### src/rtl/mdio_pkg.sv
// Shared types and constants for the clause-22 MDIO PHY responder.
package mdio_pkg;

    typedef enum logic [2:0] {
        IDLE, START, OP, ADDR, TA, WDATA, RDATA, SKIP
    } mdio_state_e;

    localparam logic [1:0] OP_WRITE = 2'b01;
    localparam logic [1:0] OP_READ  = 2'b10;
    localparam logic [1:0] ST       = 2'b01;
    localparam logic [1:0] TA_WR    = 2'b10;

    localparam int unsigned PHYAD_W  = 5;
    localparam int unsigned REGAD_W  = 5;
    localparam int unsigned DATA_W   = 16;
    localparam int unsigned NUM_REGS = 32;

    // Bit positions within the 32-bit frame body (ST first bit = 0).
    localparam logic [4:0] POS_OP_END   = 5'd3;
    localparam logic [4:0] POS_ADDR_END = 5'd13;
    localparam logic [4:0] POS_TA0      = 5'd14;
    localparam logic [4:0] POS_TA1      = 5'd15;
    localparam logic [4:0] POS_LAST     = 5'd31;

endpackage

### src/rtl/mdio_phy_responder_if.sv
// MDIO pad-side bus between a MAC management master and the PHY responder.
interface mdio_phy_responder_if;
    logic mdc;
    logic mdio_in;
    logic mdio_out;
    logic mdio_oe;

    modport slave  (input mdc, mdio_in, output mdio_out, mdio_oe);
    modport master (output mdc, mdio_in, input mdio_out, mdio_oe);
endinterface

### src/rtl/mdc_sync_edge.sv
// Two-flop synchronizer for an asynchronous clock-like input with rise/fall pulses.
module mdc_sync_edge (
    input  logic clk,
    input  logic reset,
    input  logic async_in,
    output logic rise,
    output logic fall
);
    logic [2:0] sh;

    always_ff @(posedge clk) begin
        if (reset) sh <= '0;
        else       sh <= {sh[1:0], async_in};
    end

    assign rise = sh[1] & ~sh[2];
    assign fall = ~sh[1] & sh[2];
endmodule

### src/rtl/mdio_phy_responder.sv
// Clause-22 MDIO slave: oversampled frame decoder, 32x16 register bank, read drive.
module mdio_phy_responder
    import mdio_pkg::*;
#(
    parameter int unsigned PRE_LEN     = 32,
    parameter bit          REGAD_FIRST = 1'b0
) (
    input  logic                  clk,
    input  logic                  reset,
    input  logic [PHYAD_W-1:0]    phy_address,
    mdio_phy_responder_if.slave   mdio,
    output logic                  wr_strobe,
    output logic [REGAD_W-1:0]    wr_addr,
    output logic [DATA_W-1:0]     wr_data,
    output logic                  rd_strobe,
    output logic                  busy
);
    localparam int unsigned CW = (PRE_LEN < 1) ? 1 : $clog2(PRE_LEN + 1);
    localparam logic [CW-1:0] PRE_SAT = CW'(PRE_LEN);

    logic mdc_rise, mdc_fall;
    logic [1:0] mdio_sync;
    logic mdio_s;

    mdio_state_e state, state_n;
    logic [CW-1:0]     pre_cnt, pre_n;
    logic [4:0]        pos, pos_n;
    logic [1:0]        op, op_n;
    logic [9:0]        addr_sh, addr_n;
    logic [DATA_W-1:0] data_sh, data_n;
    logic [4:0]        rd_cnt, rd_cnt_n;
    logic              out_r, out_n, oe_r, oe_n;
    logic              rd_stb_n, commit;
    logic              pre_ok;
    logic [DATA_W-1:0] bank [NUM_REGS];

    function automatic logic [4:0] regad_of(input logic [9:0] a);
        return REGAD_FIRST ? a[9:5] : a[4:0];
    endfunction

    function automatic logic [4:0] phyad_of(input logic [9:0] a);
        return REGAD_FIRST ? a[4:0] : a[9:5];
    endfunction

    mdc_sync_edge u_mdc_sync (
        .clk      (clk),
        .reset    (reset),
        .async_in (mdio.mdc),
        .rise     (mdc_rise),
        .fall     (mdc_fall)
    );

    // Same depth as the mdc path so data sampled at a detected rise is aligned.
    assign mdio_s = mdio_sync[1];
    assign pre_ok = (pre_cnt >= PRE_SAT);

    always_ff @(posedge clk) begin
        if (reset) begin
            mdio_sync <= '0;
            state     <= IDLE;
            pre_cnt   <= '0;
            pos       <= '0;
            op        <= '0;
            addr_sh   <= '0;
            data_sh   <= '0;
            rd_cnt    <= '0;
            out_r     <= 1'b1;
            oe_r      <= 1'b0;
            wr_strobe <= 1'b0;
            rd_strobe <= 1'b0;
            wr_addr   <= '0;
            wr_data   <= '0;
            for (int unsigned i = 0; i < NUM_REGS; i++) bank[i] <= '0;
        end else begin
            mdio_sync <= {mdio_sync[0], mdio.mdio_in};
            state     <= state_n;
            pre_cnt   <= pre_n;
            pos       <= pos_n;
            op        <= op_n;
            addr_sh   <= addr_n;
            data_sh   <= data_n;
            rd_cnt    <= rd_cnt_n;
            out_r     <= out_n;
            oe_r      <= oe_n;
            wr_strobe <= commit;
            rd_strobe <= rd_stb_n;
            if (commit) begin
                bank[regad_of(addr_sh)] <= data_n;
                wr_addr                 <= regad_of(addr_sh);
                wr_data                 <= data_n;
            end
        end
    end

    always_comb begin
        state_n  = state;
        pre_n    = pre_cnt;
        pos_n    = pos;
        op_n     = op;
        addr_n   = addr_sh;
        data_n   = data_sh;
        rd_cnt_n = rd_cnt;
        out_n    = out_r;
        oe_n     = oe_r;
        rd_stb_n = 1'b0;
        commit   = 1'b0;
        if (mdc_rise) begin
            pos_n = pos + 5'd1;
            unique case (state)
                IDLE: begin
                    pos_n = '0;
                    if (mdio_s == ST[1]) begin
                        if (pre_ok) begin
                            state_n = START;
                            pos_n   = 5'd1;
                        end
                        pre_n = '0;
                    end else if (!pre_ok) begin
                        pre_n = pre_cnt + CW'(1);
                    end
                end
                START: begin
                    if (mdio_s == ST[0]) state_n = OP;
                    else begin
                        state_n = IDLE;
                        pre_n   = '0;
                    end
                end
                OP: begin
                    op_n = {op[0], mdio_s};
                    if (pos == POS_OP_END)
                        state_n = (op_n == OP_WRITE || op_n == OP_READ) ? ADDR : SKIP;
                end
                ADDR: begin
                    addr_n = {addr_sh[8:0], mdio_s};
                    if (pos == POS_ADDR_END) begin
                        if (phyad_of(addr_n) != phy_address) state_n = SKIP;
                        else begin
                            state_n = TA;
                            if (op == OP_READ) begin
                                rd_stb_n = 1'b1;
                                data_n   = bank[regad_of(addr_n)];
                            end
                        end
                    end
                end
                TA: begin
                    if (op == OP_WRITE) begin
                        if (pos == POS_TA0 && mdio_s != TA_WR[1]) state_n = SKIP;
                        if (pos == POS_TA1) state_n = (mdio_s == TA_WR[0]) ? WDATA : SKIP;
                    end
                end
                WDATA: begin
                    data_n = {data_sh[DATA_W-2:0], mdio_s};
                    if (pos == POS_LAST) begin
                        commit  = 1'b1;
                        state_n = IDLE;
                        pre_n   = '0;
                    end
                end
                RDATA: ;
                SKIP: begin
                    if (pos == POS_LAST) begin
                        state_n = IDLE;
                        pre_n   = '0;
                    end
                end
            endcase
        end else if (mdc_fall) begin
            // Drive window: TA bit 1 plus 16 data bits, released on the 17th fall.
            if (state == TA && op == OP_READ && pos == POS_TA1) begin
                oe_n     = 1'b1;
                out_n    = 1'b0;
                state_n  = RDATA;
                rd_cnt_n = '0;
            end else if (state == RDATA) begin
                if (rd_cnt == 5'd16) begin
                    oe_n    = 1'b0;
                    out_n   = 1'b1;
                    state_n = IDLE;
                    pre_n   = '0;
                end else begin
                    out_n    = data_sh[DATA_W-1];
                    data_n   = {data_sh[DATA_W-2:0], 1'b0};
                    rd_cnt_n = rd_cnt + 5'd1;
                end
            end
        end
    end

    assign mdio.mdio_out = out_r;
    assign mdio.mdio_oe  = oe_r;
    assign busy          = (state != IDLE);
endmodule

### src/flat_wrapper.sv
// flat-port wrapper written by rule: the top's interface ports become plain ports
module mdio_phy_responder_flat import mdio_pkg::*;
#(
    parameter int unsigned PRE_LEN     = 32,
    parameter bit          REGAD_FIRST = 1'b0
)
  (clk, reset, phy_address, wr_strobe, wr_addr, wr_data, rd_strobe, busy, mdio_mdc, mdio_mdio_in, mdio_mdio_out, mdio_mdio_oe);
  mdio_phy_responder_if mdio_i ();
  input  logic clk;
  input  logic reset;
  input  logic [PHYAD_W-1:0] phy_address;
  output logic wr_strobe;
  output logic [REGAD_W-1:0] wr_addr;
  output logic [DATA_W-1:0] wr_data;
  output logic rd_strobe;
  output logic busy;
  input wire logic [$bits(mdio_i.mdc)-1:0] mdio_mdc;
  input wire logic [$bits(mdio_i.mdio_in)-1:0] mdio_mdio_in;
  output wire logic [$bits(mdio_i.mdio_out)-1:0] mdio_mdio_out;
  output wire logic [$bits(mdio_i.mdio_oe)-1:0] mdio_mdio_oe;
  assign mdio_i.mdc = mdio_mdc;
  assign mdio_i.mdio_in = mdio_mdio_in;
  assign mdio_mdio_out = mdio_i.mdio_out;
  assign mdio_mdio_oe = mdio_i.mdio_oe;
  mdio_phy_responder #(.PRE_LEN(PRE_LEN), .REGAD_FIRST(REGAD_FIRST)) u_core (.clk(clk), .reset(reset), .phy_address(phy_address), .mdio(mdio_i), .wr_strobe(wr_strobe), .wr_addr(wr_addr), .wr_data(wr_data), .rd_strobe(rd_strobe), .busy(busy));
endmodule
### config.mk
export PLATFORM = sky130hd
export DESIGN_NAME = mdio_phy_responder_flat
export DESIGN_NICKNAME = d
export VERILOG_FILES = /design/src/rtl/mdio_pkg.sv /design/src/rtl/mdio_phy_responder_if.sv /design/src/rtl/mdc_sync_edge.sv /design/src/rtl/mdio_phy_responder.sv /design/src/flat_wrapper.sv
export SDC_FILE = /design/constraint.sdc
export NUM_CORES = 1
export LEC_CHECK = 0
export CORE_MARGIN = 5
export CORE_UTILIZATION = 52
export CTS_CLUSTER_DIAMETER = 50
export DETAILED_ROUTE_END_ITERATION = 10
export PLACE_DENSITY = 0.73
export SLEW_MARGIN = 30
export SYNTH_ARGS = -nofsm -noshare
export SYNTH_HDL_FRONTEND = slang
export SYNTH_SLANG_ARGS = --single-unit
### constraint.sdc
create_clock -name clk -period 3.22 [get_ports clk]
set_input_delay 0.483 -clock clk [delete_from_list [all_inputs] [get_ports clk]]
set_output_delay 0.483 -clock clk [all_outputs]
set_load 0.01 [all_outputs]
==> results.yml <==
synth:
  netlist_area_mm2: 0.0265
  synth_top_cells_by_count: "nor2_1, edfxtp_1, nand2_1"
  syn_inst: 2104
  synth_fp_nets: 2124
  synth_edf_count: 512
  syn_area_per_cell_um2: 12.6
  synth_flop_cell: "edfxtp_1"
  synth.most_common_cell: "nor2_1"
  synth_top_area_cell: "edfxtp_1"
  synth-seq-cells: 588
  async_flop_share_pct: 0
  ys_types: 75
  synth_area_leaders: "edfxtp_1, mux4_2, nor2_1"
  ys_seq_area_share_pct: 63.8
  yosys_warnings: 0
  netlist.area_leader.share_pct: 58.1
floorplan:
  core_mm2: 0.0503
  die_w_um: 236
  num_io_pins: 35
  dieArea_mm2: 0.0555
  rows: 82
  start_util_pct: 52.7
  fp.dieH_um: 236
critical_path:
  cp.buffers_inverters: 3
  worstPathRequired_ps: 2740
  cp_top_family: "buffers and inverters"
  cp_slowest_cell: "clkdlybuf4s50_1"
  crit_arrival_ps: 2480
  worstSetupStartpointType: "flop"
  reg2reg_setup_slack_ps: 370
  crit_fanout: 28
  crit_type: "reg2out"
  worstPathCellList: "buf_4 -> nor3_2 -> inv_2 -> clkdlybuf4s50_1"
  end_kind: "primary output"
  cpPeakStageDelay_ps: 530
cells_and_area:
  syn_to_final_growth_pct: 14.3
  final_cells: 2885
  multi_input_area_mm2: 0.00880
  fin_util_pct: 60.2
  seqCellArea_mm2: 0.0169
  drive_above_1_share_pct: 18.9
  final_cell_area_mm2: 0.0303
  fillCellCount: 3797
  nets: 2186
timing:
  hold_viol: 0
  setup_tns_ps: 0
  tightest_slew_ps: 841
  setup_viol: 0
  timing.fmax_mhz: 338
  max_slew_margin_pct: 43.9
  final.setup_skew_ps: 16.5
  layout_worst_path_cycle_share_pct: 91.9
  finalMaxSlewViolations: 0
  rsz0062_at_grt: "no"
  final.min_clock_period_ps: 2960
drt:
  drc: 0
  drtIter0Drc: 2458
  vias_per_cell: 6.22
  postRouteAntennaNets: 0
  wl_per_cell_um: 24.6
  drt_wl_total_mm: 71.1
  drtPass1Iterations: 6
  vias: 17935
power:
  power.total_mw: 16.1
  p_leak_nw: 10.9
  p_per_area_mw_per_mm2: 533
  irDropWorstVdd_uv: 420
grt:
  grt_max_degree: 62
  antenna_found_initial: 0
  grt_use_total_pct: 25.1
  grt_pass1_wl_mm: 108
  grt_pass1_vias: 17608
  grt-ovfl-total: 0
placed_design:
  hpwlAfterDp_mm: 46.1
  dp_cells: 2777
  placed_cell_area_mm2: 0.0284
  place_congestion: 0.949
  numPortBuffers: 34
hold_path:
  min_path_type: "in2reg"
clock_tree:
  cts_tree: "done"
  clkSinkCount: 588
  ctsHoldBuffers: 0
  cts_buffers: 58
  cts-root-buf: "clkbuf_16"
  clk_pin_slew_ps: 60
  h-tree-depth: 2
  clk_latency_ps: 630
  clk_path_buf_depth: 3
outcome:
  status: "finished, final reports clean"
run:
  drv_cap: 0
[registers in the layout, indices dropped and copies added, names as in the netlist]
signal                cells
u_core.addr_sh            9
u_core.bank             512
u_core.data_sh           16
u_core.mdio.mdio_oe       1
u_core.mdio.mdio_out      1
u_core.mdio_sync          2
u_core.op                 2
u_core.pos                5
u_core.pre_cnt            6
u_core.rd_cnt             5
u_core.rd_strobe          1
u_core.state              3
u_core.u_mdc_sync.sh      3
u_core.wr_addr            5
u_core.wr_data           16
u_core.wr_strobe          1
[logic make-up (layout without fill, tap and decap cells)]
family	after synthesis	after routing	share of synthesized area, %
AOI/OAI and AO/OA	248	248	6.04
xor gates and xnor gates	10	10	0.331
adders and majority gates	11	11	0.520
buffers and inverters	213	321	3.62
DFF	588	588	63.8
muxes	151	151	11.0
other	0	1	0
and+or+nand+nor	883	883	14.6
[routing by layer]
| metal | part of all wire [%] | GRT usage (%) | up-vias |
|---|---|---|---|
| met3 | 11 | 4.65 | 174 |
| li1 | - | - | 7756 |
| met2 | 48 | 40.3 | 1109 |
| met1 | 37 | 34.1 | 8896 |
| met4 | 4.4 | 10.6 | 0 |
| met5 | 0 | 0 | - |
[report_power, final]
group / internal [mW] / switching [mW]
Combinational: 0.279 / 0.482
Clock: 3.87 / 2.92
Sequential: 8.48 / 0.0964
[worst register-to-register path: cells and delay by family, from the launching register on]
family | cells | cell delay, ps
buf+inv | 1 | 250
simple gates | 6 | 1440
flops | 1 | 400
fa+ha+maj | 2 | 420
[layout make-up]
class	count	area share, %
clock buffer	73	5.05
timing repair buffer	182	5.62
antenna	1	0.00827
multi-input combinational	1303	29.1
inverter	33	0.409
sequential	588	55.9
tap	672	2.78
clock inverter	33	1.20
[cells in the final DEF (no fill, tap or decap), drive strengths merged, types with 17 or more instances in the layout]
cell,Yosys,layout
dfxtp,76,76
inv,33,38
a22oi,46,46
nand2,133,133
and3b,20,20
nand3,22,22
o31ai,19,19
nor4,31,31
edfxtp,512,512
nor3,20,20
clkbuf,106,73
a21oi,89,89
o21ai,28,28
clkdlybuf4s50,0,33
and2,19,19
mux2,33,33
clkinv,0,17
buf,74,149
mux4,109,109
nor2,563,563
nand2b,35,35
[worst paths after layout]
kind / from / cells past startpoint / end
max: u_core.state[1] / 4 / busy
min reg2reg: u_core.mdio_sync[0] / 1 / u_core.mdio_sync[1]
min: mdio_mdio_in / 2 / u_core.mdio_sync[0]
max reg2reg: u_core.pos[0] / 9 / u_core.bank[0][10]
[per-stage QoR]
stage	setup slack, ps	hold WS (ps)
final	260	424
after global routing	154	448
after CTS	135	407
after detailed placement	157	425
after global placement	341	441
after floorplan	627	414
[timing repair]
action	CTS	global route
endpoints found under the setup margin	0	107
setup buffers	0	1
resized for setup	0	2
Note: power is estimated with default switching activity, not from simulation.
